[config.mk]
export PLATFORM = sky130hd
export DESIGN_NAME = float_mul_pipeline
export DESIGN_NICKNAME = d
export VERILOG_FILES = /design/src/rtl/float_pkg.sv /design/src/rtl/float_mul_datapath.sv /design/src/rtl/float_mul_pipeline.sv
export SDC_FILE = /design/constraint.sdc
export NUM_CORES = 2
export LEC_CHECK = 0
export ABC_AREA = 1
export CAP_MARGIN = 5
export CORE_ASPECT_RATIO = 1.2
export CORE_MARGIN = 3
export CORE_UTILIZATION = 50
export CTS_BUF_LIST = sky130_fd_sc_hd__clkbuf_8 sky130_fd_sc_hd__clkbuf_16
export CTS_CLUSTER_SIZE = 24
export DETAILED_ROUTE_END_ITERATION = 6
export GPL_TIMING_DRIVEN = 0
export PLACE_DENSITY = 0.75
export SETUP_SLACK_MARGIN = 0.2
export SLEW_MARGIN = 0
export SYNTH_ARGS = -nofsm -noshare
export SYNTH_HDL_FRONTEND = slang
export SYNTH_SLANG_ARGS = --single-unit
[constraint.sdc]
create_clock -name clk -period 13.77 [get_ports clk]
set_input_delay 2.0655 -clock clk [delete_from_list [all_inputs] [get_ports clk]]
set_output_delay 2.0655 -clock clk [all_outputs]
set_load 0.01 [all_outputs]
[src/rtl/float_pkg.sv]
// Shared constants, operand classification and result packing for the
// single-precision multiplier.
package float_pkg;

  localparam int unsigned EXP_WIDTH  = 8;
  localparam int unsigned MANT_WIDTH = 23;
  localparam int unsigned EXP_BIAS   = 127;

  localparam logic [31:0] QNAN    = 32'h7FC0_0000;
  localparam logic [31:0] POS_INF = 32'h7F80_0000;

  typedef enum logic [1:0] {
    ST_IDLE,
    ST_BUSY,
    ST_DONE,
    ST_WAIT_LOW
  } state_e;

  typedef struct packed {
    logic                  sign;
    logic [EXP_WIDTH-1:0]  exp;
    logic [MANT_WIDTH:0]   mant;
    logic                  zero;
    logic                  inf;
    logic                  nan;
  } operand_t;

  // Denormals report as zero, so their mantissa is never looked at.
  function automatic operand_t unpack(input logic [31:0] f);
    operand_t o;
    o.sign = f[31];
    o.exp  = f[30:23];
    o.mant = {1'b1, f[22:0]};
    o.zero = (f[30:23] == '0);
    o.inf  = (f[30:23] == '1) && (f[22:0] == '0);
    o.nan  = (f[30:23] == '1) && (f[22:0] != '0);
    return o;
  endfunction

  function automatic logic [31:0] pack_result(input logic                 sign,
                                              input logic signed [9:0]    exp,
                                              input logic [MANT_WIDTH-1:0] mant,
                                              input logic                 nan,
                                              input logic                 inf,
                                              input logic                 zero);
    logic [31:0] r;
    if (nan)                    r = QNAN;
    else if (inf)               r = POS_INF | {sign, 31'b0};
    else if (zero)              r = {sign, 31'b0};
    else if (exp > 10'sd254)    r = POS_INF | {sign, 31'b0};
    else if (exp < 10'sd1)      r = {sign, 31'b0};
    else                        r = {sign, exp[7:0], mant};
    return r;
  endfunction

endpackage

[src/rtl/float_mul_datapath.sv]
// Pipelined IEEE-754 single multiply: unpack, multiply, normalize; the packed
// result is combinational from stage 3 and registered by the caller.
module float_mul_datapath
  import float_pkg::*;
(
  input  logic        clk,
  input  logic        rst,
  input  logic        in_valid,
  input  logic [31:0] a,
  input  logic [31:0] b,
  output logic        out_valid,
  output logic [31:0] result
);

  logic                        s1_v_q;
  operand_t                    s1_a_q, s1_b_q;

  logic                        s2_v_q, s2_sign_q, s2_nan_q, s2_inf_q, s2_zero_q;
  logic signed [9:0]           s2_exp_q;
  logic [MANT_WIDTH+1:0]       s2_prod_q;

  logic                        s3_v_q, s3_sign_q, s3_nan_q, s3_inf_q, s3_zero_q;
  logic signed [9:0]           s3_exp_q;
  logic [MANT_WIDTH-1:0]       s3_mant_q;

  always_ff @(posedge clk or negedge rst) begin
    if (!rst) begin
      s1_v_q    <= 1'b0;
      s1_a_q    <= '0;
      s1_b_q    <= '0;
      s2_v_q    <= 1'b0;
      s2_sign_q <= 1'b0;
      s2_nan_q  <= 1'b0;
      s2_inf_q  <= 1'b0;
      s2_zero_q <= 1'b0;
      s2_exp_q  <= '0;
      s2_prod_q <= '0;
      s3_v_q    <= 1'b0;
      s3_sign_q <= 1'b0;
      s3_nan_q  <= 1'b0;
      s3_inf_q  <= 1'b0;
      s3_zero_q <= 1'b0;
      s3_exp_q  <= '0;
      s3_mant_q <= '0;
    end else begin
      s1_v_q <= in_valid;
      s1_a_q <= unpack(a);
      s1_b_q <= unpack(b);

      s2_v_q    <= s1_v_q;
      s2_sign_q <= s1_a_q.sign ^ s1_b_q.sign;
      s2_nan_q  <= s1_a_q.nan | s1_b_q.nan
                 | (s1_a_q.inf & s1_b_q.zero) | (s1_a_q.zero & s1_b_q.inf);
      s2_inf_q  <= s1_a_q.inf | s1_b_q.inf;
      s2_zero_q <= s1_a_q.zero | s1_b_q.zero;
      s2_exp_q  <= {2'b00, s1_a_q.exp} + {2'b00, s1_b_q.exp} - 10'(EXP_BIAS);
      // Only product bits [47:23] can reach the truncated mantissa.
      s2_prod_q <= 25'(({24'b0, s1_a_q.mant} * {24'b0, s1_b_q.mant}) >> 23);

      s3_v_q    <= s2_v_q;
      s3_sign_q <= s2_sign_q;
      s3_nan_q  <= s2_nan_q;
      s3_inf_q  <= s2_inf_q;
      s3_zero_q <= s2_zero_q;
      if (s2_prod_q[MANT_WIDTH+1]) begin
        s3_mant_q <= s2_prod_q[MANT_WIDTH:1];
        s3_exp_q  <= s2_exp_q + 10'sd1;
      end else begin
        s3_mant_q <= s2_prod_q[MANT_WIDTH-1:0];
        s3_exp_q  <= s2_exp_q;
      end
    end
  end

  assign out_valid = s3_v_q;
  assign result    = pack_result(s3_sign_q, s3_exp_q, s3_mant_q,
                                 s3_nan_q, s3_inf_q, s3_zero_q);

endmodule

[src/rtl/float_mul_pipeline.sv]
// Single-precision multiplier with a one-request-at-a-time req/ack handshake;
// ack pulses four cycles after req is sampled and out holds until the next ack.
module float_mul_pipeline
  import float_pkg::*;
#(
  parameter int unsigned float_width = 32
) (
  input  logic                   clk,
  input  logic                   rst,
  input  logic                   req,
  output logic                   ack,
  input  logic [float_width-1:0] a,
  input  logic [float_width-1:0] b,
  output logic [float_width-1:0] out
);

  state_e                 state_q;
  logic                   ack_q;
  logic                   start_q;
  logic [float_width-1:0] out_q, a_q, b_q;
  logic                   dp_valid;
  logic [float_width-1:0] dp_result;

  float_mul_datapath u_datapath (
    .clk       (clk),
    .rst       (rst),
    .in_valid  (start_q),
    .a         (a_q),
    .b         (b_q),
    .out_valid (dp_valid),
    .result    (dp_result)
  );

  always_ff @(posedge clk or negedge rst) begin
    if (!rst) begin
      state_q <= ST_IDLE;
      ack_q   <= 1'b0;
      start_q <= 1'b0;
      out_q   <= '0;
      a_q     <= '0;
      b_q     <= '0;
    end else begin
      start_q <= 1'b0;
      ack_q   <= 1'b0;
      case (state_q)
        ST_IDLE: begin
          if (req) begin
            a_q     <= a;
            b_q     <= b;
            start_q <= 1'b1;
            state_q <= ST_BUSY;
          end
        end
        ST_BUSY: begin
          if (dp_valid) begin
            out_q   <= dp_result;
            ack_q   <= 1'b1;
            state_q <= ST_DONE;
          end
        end
        ST_DONE:     state_q <= ST_WAIT_LOW;
        ST_WAIT_LOW: if (!req) state_q <= ST_IDLE;
        default:     state_q <= ST_IDLE;
      endcase
    end
  end

  assign ack = ack_q;
  assign out = out_q;

endmodule

==> flow_summary_export.csv <==
group,metric,value,unit
min_path,holdPathStages,0,
grt,overflow,0,
timing,slew_headroom,26.8,%
grt,met1_usage,34.0,%
setup_path,path_class,"reg2reg",
logic_synthesis,synth_compound_area_share,3.70,%
timing,rsz0062_at_grt,"no",
cts,cts_setup_buffers,0,
cts,cts_tree,"yes",
route,dr_total_vias,22600,
cts,clk_pin_slew,60,ps
setup_path,r2r_start,"u_datapath.s1_a_q[26]$_DFF_PN0_",
floorplanning,core_area,0.0562,sq mm
logic_synthesis,syn_nets,4208,
logic_synthesis,synth_cells,3474,
setup_path,r2r_slack,6310,ps
cts,clk_path_buf_depth,3,
placed_design,pre_cts_ws,6530,ps
logic_synthesis,synth_seq_area_share,21.9,%
logic_synthesis,ys_warn_count,0,
floorplanning,start_util,50.8,%
logic_synthesis,syn_avg_cell_area,8.22,sq um
grt,use_met2,48.6,%
cts,clock-root-buffer,"clkbuf_16",
logic_synthesis,synth-edff-count,0,
route,drt_iter0_drc,1723,
cells_and_area,num-fill-cells,5106,
logic_synthesis,synthXorXnorAreaFrac,1.16,%
route,route.detailed.wl_per_inst,19.3,um
setup_path,crit_path_end_kind,"register",
timing,final.period_utilization,54.2,%
setup_path,reg2reg_to,"u_datapath.s2_prod_q[23]$_DFF_PN0_",
route,avgViaCountPerCell,5.21,
flow_run,maxCapViolCount,0,
route,detail-route-antenna-nets,0,
grt,busiest_layer,"met2",
setup_path,crit_path_frequent_cell,"fa_1",
grt,grt_antenna_before_repair,2,
cts,hold_buffers,0,
setup_path,r2r_cells,21,
timing,drv_slew,0,
cts,cts_buffers,22,
timing,post-route-min-period,7460,ps
logic_synthesis,synth.distinct_cells,41,
placed_design,place_hpwl,68900,um
cts,htreeDepth,1,
timing,max_freq,0.134,GHz
floorplanning,die_area,0.0601,sq mm
route,route.detailed.drc,0,
logic_synthesis,synth_seq_cells,250,
cells_and_area,area_delta_synth_final,9.39,%
cts,cts_resized,0,
logic_synthesis,synth-main-ff-cell,"dfrtp_1",
logic_synthesis,synth_simple_gate_area_share,17.0,%
placed_design,gp_congestion,1.02,
min_path,min_from,"u_datapath.s2_nan_q$_DFF_PN0_",
timing,hold_viol,0,
cells_and_area,antenna_cells,0,
timing,worst_hold_slack,350,ps
logic_synthesis,synth_top_family_by_area,"adder cells",
placed_design,port_buffers,99,
setup_path,crit_fanout,10,
setup_path,critPathMaxStageDelay,740,ps
floorplanning,ioPinCount,100,
grt,grt_usage,29.1,%
cells_and_area,layout_commonest_cell,"nand2_1",
setup_path,cp.arrival,7870,ps
timing,worst_pin_slew,1100,ps
setup_path,critPathSlowestCell,"buf_1",
grt,grt_max_degree,127,
cells_and_area,final_nets,4333,
floorplanning,std_cell_rows,95,
logic_synthesis,synthMuxAreaShare,0.0788,%
min_path,holdPathEnd,"u_datapath.s3_nan_q$_DFF_PN0_",
cts,cts_sinks,250,
route,first_pass_iters,5,
timing,setup_violations,0,
cells_and_area,drive_gt1_share,1.63,%
grt,grt.met3_usage,5.66,%
logic_synthesis,syn-cell-area,0.0286,sq mm
cts,insertion_delay,530,ps
grt,grt_pass1_wl,131000,um
timing,layout_setup_ws,6310,ps
route,wl,83700,um
setup_path,path_cells,"clkbuf_1, buf_1, nand2_1, inv_1, fa_1, fa_1, fa_1, fa_1, fa_1, fa_1, inv_1, fa_1, inv_1, ha_1, a21oi_1, o21ai_0, o21bai_1, o21ai_0, nand3_1, nand2_1, nand2_1",
logic_synthesis,synthAdderAreaFrac,41.9,%
setup_path,crit_path_start_kind,"register",
status,status,"finished, final reports clean",
setup_path,critPathRequiredTime,14180,ps
cells_and_area,mostFrequentLayoutCells,"1,014 x nand2_1, 962 x inv_1, 482 x fa_1",
logic_synthesis,synth-async-reset-ratio,100,%
timing,finClkSkew,13.3,ps
floorplanning,dieWidth,224,um
min_path,hold_path_class,"reg2reg",
timing,setup_tns,0,ps
grt,grt_pass1_vias,24100,
floorplanning,fp.dieH,268,um
## how the worst max path moves through the flow
stage                                         endpoint  slack, ps                            start
floorplan           u_datapath.s2_prod_q[17]$_DFF_PN0_       7880  u_datapath.s1_a_q[26]$_DFF_PN0_
global placement       u_datapath.s1_b_q[12]$_DFF_PN0_        570                              rst
detailed placement  u_datapath.s2_prod_q[23]$_DFF_PN0_       6530  u_datapath.s1_a_q[26]$_DFF_PN0_
CTS                 u_datapath.s2_prod_q[23]$_DFF_PN0_       6490  u_datapath.s1_a_q[26]$_DFF_PN0_
global route        u_datapath.s2_prod_q[18]$_DFF_PN0_       6040  u_datapath.s1_a_q[26]$_DFF_PN0_
finish              u_datapath.s2_prod_q[23]$_DFF_PN0_       6310  u_datapath.s1_a_q[26]$_DFF_PN0_
## critical path, delay by kind of cell (launching register included)
| family | cells | cell delay, ps |
|---|---|---|
| adder cells (fa/ha/maj) | 8 | 3790 |
| buffers and inverters | 5 | 1650 |
| AO/OA/AOI/OAI | 4 | 1120 |
| AND/OR/NAND/NOR | 4 | 400 |
| flip-flops | 1 | 370 |
## metal layers
| metal | routed length (um) | part of all wire [%] | vias up |
|---|---|---|---|
| met3 | 7740 | 9.3 | 345 |
| met1 | 29400 | 35 | 11000 |
| met2 | 38900 | 47 | 1093 |
| met4 | 7600 | 9.1 | 4 |
| li1 | - | - | 10200 |
| met5 | 25 | 0.030 | - |
## state kept, by name, indices dropped and copies added, names as in the netlist, 2 cells and up
| signal | count |
|---|---|
| u_datapath.s2_prod_q | 25 |
| u_datapath.s1_b_q | 35 |
| out | 32 |
| u_datapath.s3_mant_q | 23 |
| a_q | 32 |
| b_q | 32 |
| u_datapath.s2_exp_q | 10 |
| u_datapath.s3_exp_q | 10 |
| state_q | 2 |
| u_datapath.s1_a_q | 36 |
## cell type report
type | instances | area [sq um] | area share, %
Inverter | 963 | 3610 | 11.6
Multi-Input combinational cell | 2142 | 18200 | 58.4
Sequential cell | 250 | 6260 | 20.0
Buffer | 119 | 450 | 1.44
Timing Repair Buffer | 101 | 1050 | 3.36
Clock buffer | 26 | 606 | 1.94
Tap cell | 727 | 910 | 2.91
Clock inverter | 13 | 115 | 0.368
## metrics by stage
| stage | cell area [sq um] | instances | utilization [%] |
|---|---|---|---|
| after floorplan | 28600 | 3474 | - |
| final | 31300 | 4341 | 55.6 |
| after global routing | 31300 | 4341 | 55.6 |
| after detailed placement | 30500 | 4302 | 54.3 |
| after CTS | 31300 | 4341 | 55.6 |
| after global placement | 30500 | 4300 | 54.2 |
## kinds of logic after synthesis
logic type               after synthesis
AO/OA/AOI/OAI                        193
XOR/XNOR                              36
adder cells (fa/ha/maj)              667
buffers and inverters               1082
flip-flops                           250
multiplexers                           2
other                                  1
AND/OR/NAND/NOR                     1243
## cell usage after synthesis (all sizes together) (11+ instances only)
cell / count / area, sq um
nand4: 22 / 138
xnor2: 12 / 113
xor2: 24 / 218
nor2: 128 / 483
o21ai: 71 / 355
fa: 482 / 9650
inv: 963 / 3610
buf: 11 / 45.0
nor4: 13 / 81.3
ha: 185 / 2310
nand3: 43 / 220
clkbuf: 108 / 405
nand2: 1018 / 3830
a21oi: 89 / 445
dfrtp: 250 / 6260
nor3: 15 / 91.3
Power is left out: the tool's default activity adds up to more than one toggle a clock period on the data nets, which glitch-free logic cannot reach.
